File: src/rtl/div_sequencer_if.sv
// Operand request / result response port of the divider sequencer.
// The sequencer takes the slave side; the client (normalisation datapath) takes the master side.
interface div_sequencer_if #(
    parameter int N = 32
);

    logic         iValid;
    logic [N-1:0] iDividend;
    logic [N-1:0] iDivisor;
    logic         oReady;
    logic         oValid;
    logic [N-1:0] oQuotient;
    logic         oSat;
    logic         oDivZero;
    logic         iReady;

    modport slave (
        input  iValid, iDividend, iDivisor, iReady,
        output oReady, oValid, oQuotient, oSat, oDivZero
    );

    modport master (
        output iValid, iDividend, iDivisor, iReady,
        input  oReady, oValid, oQuotient, oSat, oDivZero
    );

endinterface

File: src/rtl/div_sequencer.sv
// Valid/ready front end for the sequential sign-magnitude fixed-point divider.
// Optional feature macro DIV_SEQ_ZERO_BYPASS_EN: answer zero divisors locally without starting the divider.
module div_sequencer #(
    parameter int N = 32,
    parameter int Q = 15
) (
    input  logic           iClk,
    input  logic           iRst,
    div_sequencer_if.slave bus,
    output logic [N-1:0]   oDivDividend,
    output logic [N-1:0]   oDivDivisor,
    output logic           oDivStart,
    input  logic [2*N:0]   iDivQuotient,
    input  logic           iDivComplete
);

    if (Q < 0 || Q >= N - 1) begin : gBadQ
        $error("div_sequencer: Q must lie in 0..N-2");
    end

    typedef enum logic [2:0] {
        SYNC,
        IDLE,
        START,
        WAIT_BUSY,
        WAIT_DONE,
        OUT
    } state_e;

    localparam logic [N-1:0] MAX_POS = {1'b0, {(N-1){1'b1}}};
    localparam logic [N-1:0] MIN_NEG = {1'b1, {(N-1){1'b0}}};
    localparam logic [N-2:0] MAX_MAG = {(N-1){1'b1}};
    localparam logic [N-2:0] ONE_M   = {{(N-2){1'b0}}, 1'b1};
    localparam logic [N-1:0] ONE_N   = {{(N-1){1'b0}}, 1'b1};

    state_e       state_q;
    logic         ready_q;
    logic         valid_q;
    logic [N-1:0] quotient_q;
    logic         sat_q;
    logic         start_q;
    logic [N-1:0] divDividend_q;
    logic [N-1:0] divDivisor_q;
    logic         opSat_q;

    logic [N-2:0] dividendMag;
    logic [N-2:0] divisorMag;
    logic         dividendMin;
    logic         divisorMin;
    logic [N-1:0] dividendSm_d;
    logic [N-1:0] divisorSm_d;
    logic         opSat_d;
    logic         quotSign;
    logic         quotOver;
    logic [N-2:0] quotLow;
    logic [N-1:0] result_d;
    logic         resultSat_d;

    // Two's complement to sign-magnitude; -2^(N-1) has no magnitude in N-1 bits and clamps.
    always_comb begin
        dividendMin  = (bus.iDividend == MIN_NEG);
        divisorMin   = (bus.iDivisor == MIN_NEG);
        dividendMag  = bus.iDividend[N-1] ? (~bus.iDividend[N-2:0] + ONE_M) : bus.iDividend[N-2:0];
        divisorMag   = bus.iDivisor[N-1] ? (~bus.iDivisor[N-2:0] + ONE_M) : bus.iDivisor[N-2:0];
        dividendSm_d = dividendMin ? {1'b1, MAX_MAG} : {bus.iDividend[N-1], dividendMag};
        divisorSm_d  = divisorMin ? {1'b1, MAX_MAG} : {bus.iDivisor[N-1], divisorMag};
        opSat_d      = dividendMin | divisorMin;
    end

    // Any magnitude bit at or above N-1 is out of range for either sign; a -0 quotient negates to 0.
    always_comb begin
        quotSign    = iDivQuotient[2*N];
        quotOver    = |iDivQuotient[2*N-1:N-1];
        quotLow     = iDivQuotient[N-2:0];
        result_d    = quotSign ? (~{1'b0, quotLow} + ONE_N) : {1'b0, quotLow};
        resultSat_d = 1'b0;
        if (quotOver) begin
            result_d    = quotSign ? MIN_NEG : MAX_POS;
            resultSat_d = 1'b1;
        end
    end

`ifdef DIV_SEQ_ZERO_BYPASS_EN
    logic divZero_q;
    logic divisorZero;

    assign divisorZero  = (bus.iDivisor == '0);
    assign bus.oDivZero = divZero_q;
`else
    assign bus.oDivZero = 1'b0;
`endif

    // Sequencing FSM; the divider has no reset, so SYNC waits for it to report idle.
    always_ff @(posedge iClk or posedge iRst) begin
        if (iRst) begin
            state_q       <= SYNC;
            ready_q       <= 1'b0;
            valid_q       <= 1'b0;
            quotient_q    <= '0;
            sat_q         <= 1'b0;
            start_q       <= 1'b0;
            divDividend_q <= '0;
            divDivisor_q  <= '0;
            opSat_q       <= 1'b0;
`ifdef DIV_SEQ_ZERO_BYPASS_EN
            divZero_q     <= 1'b0;
`endif
        end else begin
            case (state_q)
                SYNC: begin
                    if (iDivComplete) begin
                        state_q <= IDLE;
                        ready_q <= 1'b1;
                    end
                end
                IDLE: begin
                    if (bus.iValid) begin
                        ready_q       <= 1'b0;
                        divDividend_q <= dividendSm_d;
                        divDivisor_q  <= divisorSm_d;
                        opSat_q       <= opSat_d;
`ifdef DIV_SEQ_ZERO_BYPASS_EN
                        if (divisorZero) begin
                            state_q    <= OUT;
                            valid_q    <= 1'b1;
                            quotient_q <= bus.iDividend[N-1] ? MIN_NEG : MAX_POS;
                            sat_q      <= 1'b1;
                            divZero_q  <= 1'b1;
                        end else begin
`else
                        begin
`endif
                            state_q <= START;
                            start_q <= 1'b1;
                        end
                    end
                end
                START: begin
                    start_q <= 1'b0;
                    state_q <= WAIT_BUSY;
                end
                WAIT_BUSY: begin
                    if (!iDivComplete) begin
                        state_q <= WAIT_DONE;
                    end
                end
                WAIT_DONE: begin
                    if (iDivComplete) begin
                        state_q    <= OUT;
                        valid_q    <= 1'b1;
                        quotient_q <= result_d;
                        sat_q      <= resultSat_d | opSat_q;
`ifdef DIV_SEQ_ZERO_BYPASS_EN
                        divZero_q  <= 1'b0;
`endif
                    end
                end
                OUT: begin
                    if (bus.iReady) begin
                        state_q <= IDLE;
                        valid_q <= 1'b0;
                        ready_q <= 1'b1;
                    end
                end
                default: begin
                    state_q <= SYNC;
                end
            endcase
        end
    end

    assign bus.oReady    = ready_q;
    assign bus.oValid    = valid_q;
    assign bus.oQuotient = quotient_q;
    assign bus.oSat      = sat_q;
    assign oDivStart     = start_q;
    assign oDivDividend  = divDividend_q;
    assign oDivDivisor   = divDivisor_q;

endmodule
File: src/flat_wrapper.sv
// flat-port wrapper written by rule: the top's interface ports become plain ports
module div_sequencer_flat 
#(
    parameter int N = 32,
    parameter int Q = 15
)
  (iClk, iRst, oDivDividend, oDivDivisor, oDivStart, iDivQuotient, iDivComplete, bus_iValid, bus_iDividend, bus_iDivisor, bus_iReady, bus_oReady, bus_oValid, bus_oQuotient, bus_oSat, bus_oDivZero);
  div_sequencer_if #(.N(N)) bus_i ();
  input  logic iClk;
  input  logic iRst;
  output logic [N-1:0] oDivDividend;
  output logic [N-1:0] oDivDivisor;
  output logic oDivStart;
  input  logic [2*N:0] iDivQuotient;
  input  logic iDivComplete;
  input wire logic [$bits(bus_i.iValid)-1:0] bus_iValid;
  input wire logic [$bits(bus_i.iDividend)-1:0] bus_iDividend;
  input wire logic [$bits(bus_i.iDivisor)-1:0] bus_iDivisor;
  input wire logic [$bits(bus_i.iReady)-1:0] bus_iReady;
  output wire logic [$bits(bus_i.oReady)-1:0] bus_oReady;
  output wire logic [$bits(bus_i.oValid)-1:0] bus_oValid;
  output wire logic [$bits(bus_i.oQuotient)-1:0] bus_oQuotient;
  output wire logic [$bits(bus_i.oSat)-1:0] bus_oSat;
  output wire logic [$bits(bus_i.oDivZero)-1:0] bus_oDivZero;
  assign bus_i.iValid = bus_iValid;
  assign bus_i.iDividend = bus_iDividend;
  assign bus_i.iDivisor = bus_iDivisor;
  assign bus_i.iReady = bus_iReady;
  assign bus_oReady = bus_i.oReady;
  assign bus_oValid = bus_i.oValid;
  assign bus_oQuotient = bus_i.oQuotient;
  assign bus_oSat = bus_i.oSat;
  assign bus_oDivZero = bus_i.oDivZero;
  div_sequencer #(.N(N), .Q(Q)) u_core (.iClk(iClk), .iRst(iRst), .bus(bus_i), .oDivDividend(oDivDividend), .oDivDivisor(oDivDivisor), .oDivStart(oDivStart), .iDivQuotient(iDivQuotient), .iDivComplete(iDivComplete));
endmodule
File: config.mk
export PLATFORM = sky130hd
export DESIGN_NAME = div_sequencer_flat
export DESIGN_NICKNAME = d
export VERILOG_FILES = /design/src/rtl/div_sequencer_if.sv /design/src/rtl/div_sequencer.sv /design/src/flat_wrapper.sv
export SDC_FILE = /design/constraint.sdc
export NUM_CORES = 1
export LEC_CHECK = 0
export BUFFER_PORTS_ARGS = -buffer_cell sky130_fd_sc_hd__buf_2
export CAP_MARGIN = 0
export CORE_MARGIN = 4
export CORE_UTILIZATION = 25
export CTS_CLUSTER_SIZE = 24
export DETAILED_ROUTE_END_ITERATION = 8
export MAX_ROUTING_LAYER = met4
export PLACE_DENSITY = 0.44
export RECOVER_POWER = 50
export SLEW_MARGIN = 30
export SYNTH_ARGS = -nofsm -noshare
export SYNTH_HDL_FRONTEND = slang
export SYNTH_SLANG_ARGS = --single-unit
export TNS_END_PERCENT = 20
File: constraint.sdc
create_clock -name iClk -period 4.35 [get_ports iClk]
set_clock_uncertainty 0.2 [all_clocks]
set_input_delay 0.87 -clock iClk [delete_from_list [all_inputs] [get_ports iClk]]
set_output_delay 0.87 -clock iClk [all_outputs]
set_load 0.01 [all_outputs]
==> flow_metrics.py <==
metrics = {
    "run_status": {
        "status": "finished with violations",
        "violations": "capacitance limit, slew limit",
    },
    "detailed_routing": {
        "vias": 6171,
        "ant_nets": 0,
        "avgViaCountPerCell": 4.799,
        "route.detailed.wl_per_inst_um": 17.02,
        "wl_um": 21890,
        "drt_pass1_iterations": 5,
        "drtIter0Drc": 428,
        "drc": 0,
    },
    "die": {
        "dieHeight_um": 166.3,
        "core_um2": 24460,
        "start_util_pct": 25.61,
        "dieArea_um2": 27660,
        "die_w_um": 166.3,
        "num_io_pins": 235,
        "num_rows": 57,
    },
    "global_route": {
        "antenna_found_initial": 0,
        "grt_overflow": 0,
        "grt_pass1_vias": 6205,
        "grt_busiest_layer": "met2",
        "met1_usage_pct": 20.45,
        "use_met3_pct": 3.951,
        "use_met2_pct": 24.88,
        "grt_max_degree": 65,
        "grt_use_total_pct": 15.70,
        "grt_pass1_wl_um": 34750,
    },
    "synthesis": {
        "ys_ff_latch": 104,
        "ys_seq_area_share_pct": 41.54,
        "ys_types": 60,
        "synth_nets": 879,
        "postSynthCellCount": 742,
        "synthArstFlopShare_pct": 100.0,
        "yosysWarnings": 0,
        "syn_avg_cell_area_um2": 8.443,
        "synth_top_flop_cell": "dfrtp_1",
        "netlist_area_um2": 6265,
        "synth_edf_count": 0,
    },
    "timing": {
        "period_minus_slack_ps": 3355,
        "finalSetupTns_ps": 0,
        "timing.fmax_ghz": 0.2980,
        "finalHoldViolCount": 0,
        "max_slew.worst_pin.slew_ps": 2689,
        "timing.final.max_slew_violations": 64,
        "relSlewSlack_pct": -79.44,
        "min_period_over_period_pct": 77.13,
        "setup_viol": 0,
        "rsz0062_at_grt": "false",
    },
    "critical_path": {
        "reg2regPathDepth": 6,
        "cp_max_fo": 16,
        "r2r_start": "u_core.state_q[0]",
        "arrival_ps": 3440,
        "worst_setup_path_start_kind": "input pin",
        "crit_required_ps": 4440,
        "r2r_slack_ps": 1640,
        "r2r-end": "u_core.oDivDividend[10]",
        "critPathCaptureType": "flip-flop",
        "path_class": "in -> reg",
    },
    "placement": {
        "hpwl_um": 16410,
        "gp_congestion": 0.8298,
        "io_buffers": 233,
    },
    "power": {
        "total_power_mw": 4.291,
        "power_density_nw_per_um2": 534.4,
        "p_leak_nw": 3.351,
        "ir_worst_vdd_mv": 0.2278,
    },
    "hold_path": {
        "min-delay-start": "u_core.oDivDividend[31]",
        "worstHoldEndpoint": "u_core.oDivDividend[31]",
        "hold_path_class": "reg -> reg",
        "min_path_cells": 2,
    },
    "clocking": {
        "cts_root_buf": "clkbuf_16",
        "clock_latency_ps": 360,
        "htree_levels": 3,
        "numCtsBuffers": 9,
        "cts_resized": 0,
        "cts.path.max_buffers": 2,
        "clkSlewWorstSetupHoldPaths_ps": 80,
        "cts_setup_buffers": 0,
        "cts_tree": "yes",
        "cts_hold_buf": 0,
        "clock_sinks": 104,
    },
    "layout": {
        "antenna_cells": 0,
        "finish.net_count": 1094,
        "fillerInstances": 2647,
        "syn2layout_area_growth_pct": 28.18,
        "drive_above_1_share_pct": 25.68,
        "ff_latch_area_um2": 2603,
        "multiInputGateArea_um2": 3445,
    },
    "run": {
        "maxCapViolCount": 1,
    },
}
worst max-delay path, cell delays in order:
cell     delay (ps)
buf_2           130
or4_4           550
or4_1           420
or3b_1          580
nor3_4          280
nor2_2          150
buf_4           310
a21oi_1         160
placed cells by master, fill, tap and decap left out, drive strengths merged, types with 3 or more instances in the layout:
cell	n
or3b	3
ha	3
a21oi	82
xor2	47
o21ba	3
nand2	79
o41ai	10
o31ai	18
o22ai	15
nand2b	5
a31oi	16
or4	17
dfrtp	104
o31a	3
nor2b	6
o21ai	60
inv	14
xnor2	7
o221a	4
clkinv	3
or2	5
buf	200
nor3	21
nor4	17
nor2	92
or3	15
o211ai	10
nand3	13
clkbuf	55
nand4	7
and2	3
area by class of cell:
type	instances	area share, %
timing repair buffer	246	15.14
clock inverter	7	1.184
sequential	104	32.41
multi-input combinational	585	42.89
clock buffer	9	2.805
inverter	11	0.5142
tap	324	5.048
power by group:
group	internal [mW]	switching, mW
Sequential	1.43	0.292
Combinational	0.654	1.02
Clock	0.466	0.429
worst max path at each step:
stage	start	to	slack, ps	depth (start not counted)
6_report	bus_iDivisor[15]	u_core.oDivDivisor[0]	990	8
5_1_grt	iRst	u_core.bus.oQuotient[24]	500	2
4_1_cts	bus_iDividend[0]	u_core.oDivDividend[1]	1060	10
3_5_place_dp	bus_iDividend[0]	u_core.oDivDividend[1]	660	10
3_3_place_gp	bus_iDivisor[15]	u_core.oDivDivisor[0]	720	8
2_1_floorplan	iRst	u_core.bus.oQuotient[0]	550	1
per-layer routing:
layer	wire length, um	up-vias
met2	10110	166
met4	327	0
li1	-	3132
met5	0	-
met1	10170	2857
met3	1284	16
cell families (layout without fill, tap and decap cells):
| kind of cell | count (synthesis) | after routing | synth area share, % |
|---|---|---|---|
| multiplexers | 2 | 2 | 0.3196 |
| other | 1 | 1 | 0.05986 |
| AO/OA/AOI/OAI | 236 | 236 | 23.87 |
| AND/OR/NAND/NOR | 289 | 289 | 22.43 |
| adder cells (fa/ha/maj) | 3 | 3 | 0.5992 |
| buffers and inverters | 53 | 273 | 3.635 |
| XOR/XNOR | 54 | 54 | 7.549 |
| flip-flops | 104 | 104 | 41.54 |
registers in the layout, summed over array words and instances, names as in the netlist:
name and flops:
u_core.bus.oQuotient 32, u_core.oDivDividend 32, u_core.oDivDivisor 32, u_core.state_q 3, u_core.bus.oReady 1, u_core.bus.oSat 1
u_core.bus.oValid 1, u_core.oDivStart 1, u_core.opSat_q 1
synth_stat cells, types with 4 or more instances:
cell | number | share of area, %
a21oi_1 | 74 | 5.9
a21oi_2 | 8 | 1.1
a31oi_1 | 16 | 1.6
clkbuf_1 | 34 | 2.0
dfrtp_1 | 104 | 42
inv_1 | 10 | 0.60
nand2_1 | 79 | 4.7
nand2b_1 | 5 | 0.50
nand3_1 | 13 | 1.0
nand4_1 | 7 | 0.70
nor2_1 | 91 | 5.5
nor2b_1 | 6 | 0.60
nor3_1 | 19 | 1.5
nor4_1 | 16 | 1.6
o211ai_1 | 10 | 1.2
o21ai_0 | 59 | 4.7
o221a_2 | 4 | 0.72
o22ai_1 | 15 | 1.5
o31ai_1 | 18 | 2.2
o41ai_1 | 7 | 0.98
or2_2 | 5 | 0.50
or3_1 | 15 | 1.5
or4_1 | 16 | 1.9
xnor2_1 | 7 | 0.98
xor2_1 | 47 | 6.6
per-stage QoR:
step	hold WS, ps	instances	utilization [%]	worst slack [ps]	area [um2]
after floorplan	275.6	742	-	547.8	6265
after CTS	283.3	1286	33.07	1061	8090
after detailed placement	264.8	1270	31.76	662.6	7770
after global routing	302.7	1286	32.83	500.9	8030
after global placement	259.2	1270	31.76	723.1	7770
final	281.5	1286	32.83	994.7	8030
No activity file was read; power rests on OpenSTA's default activity.
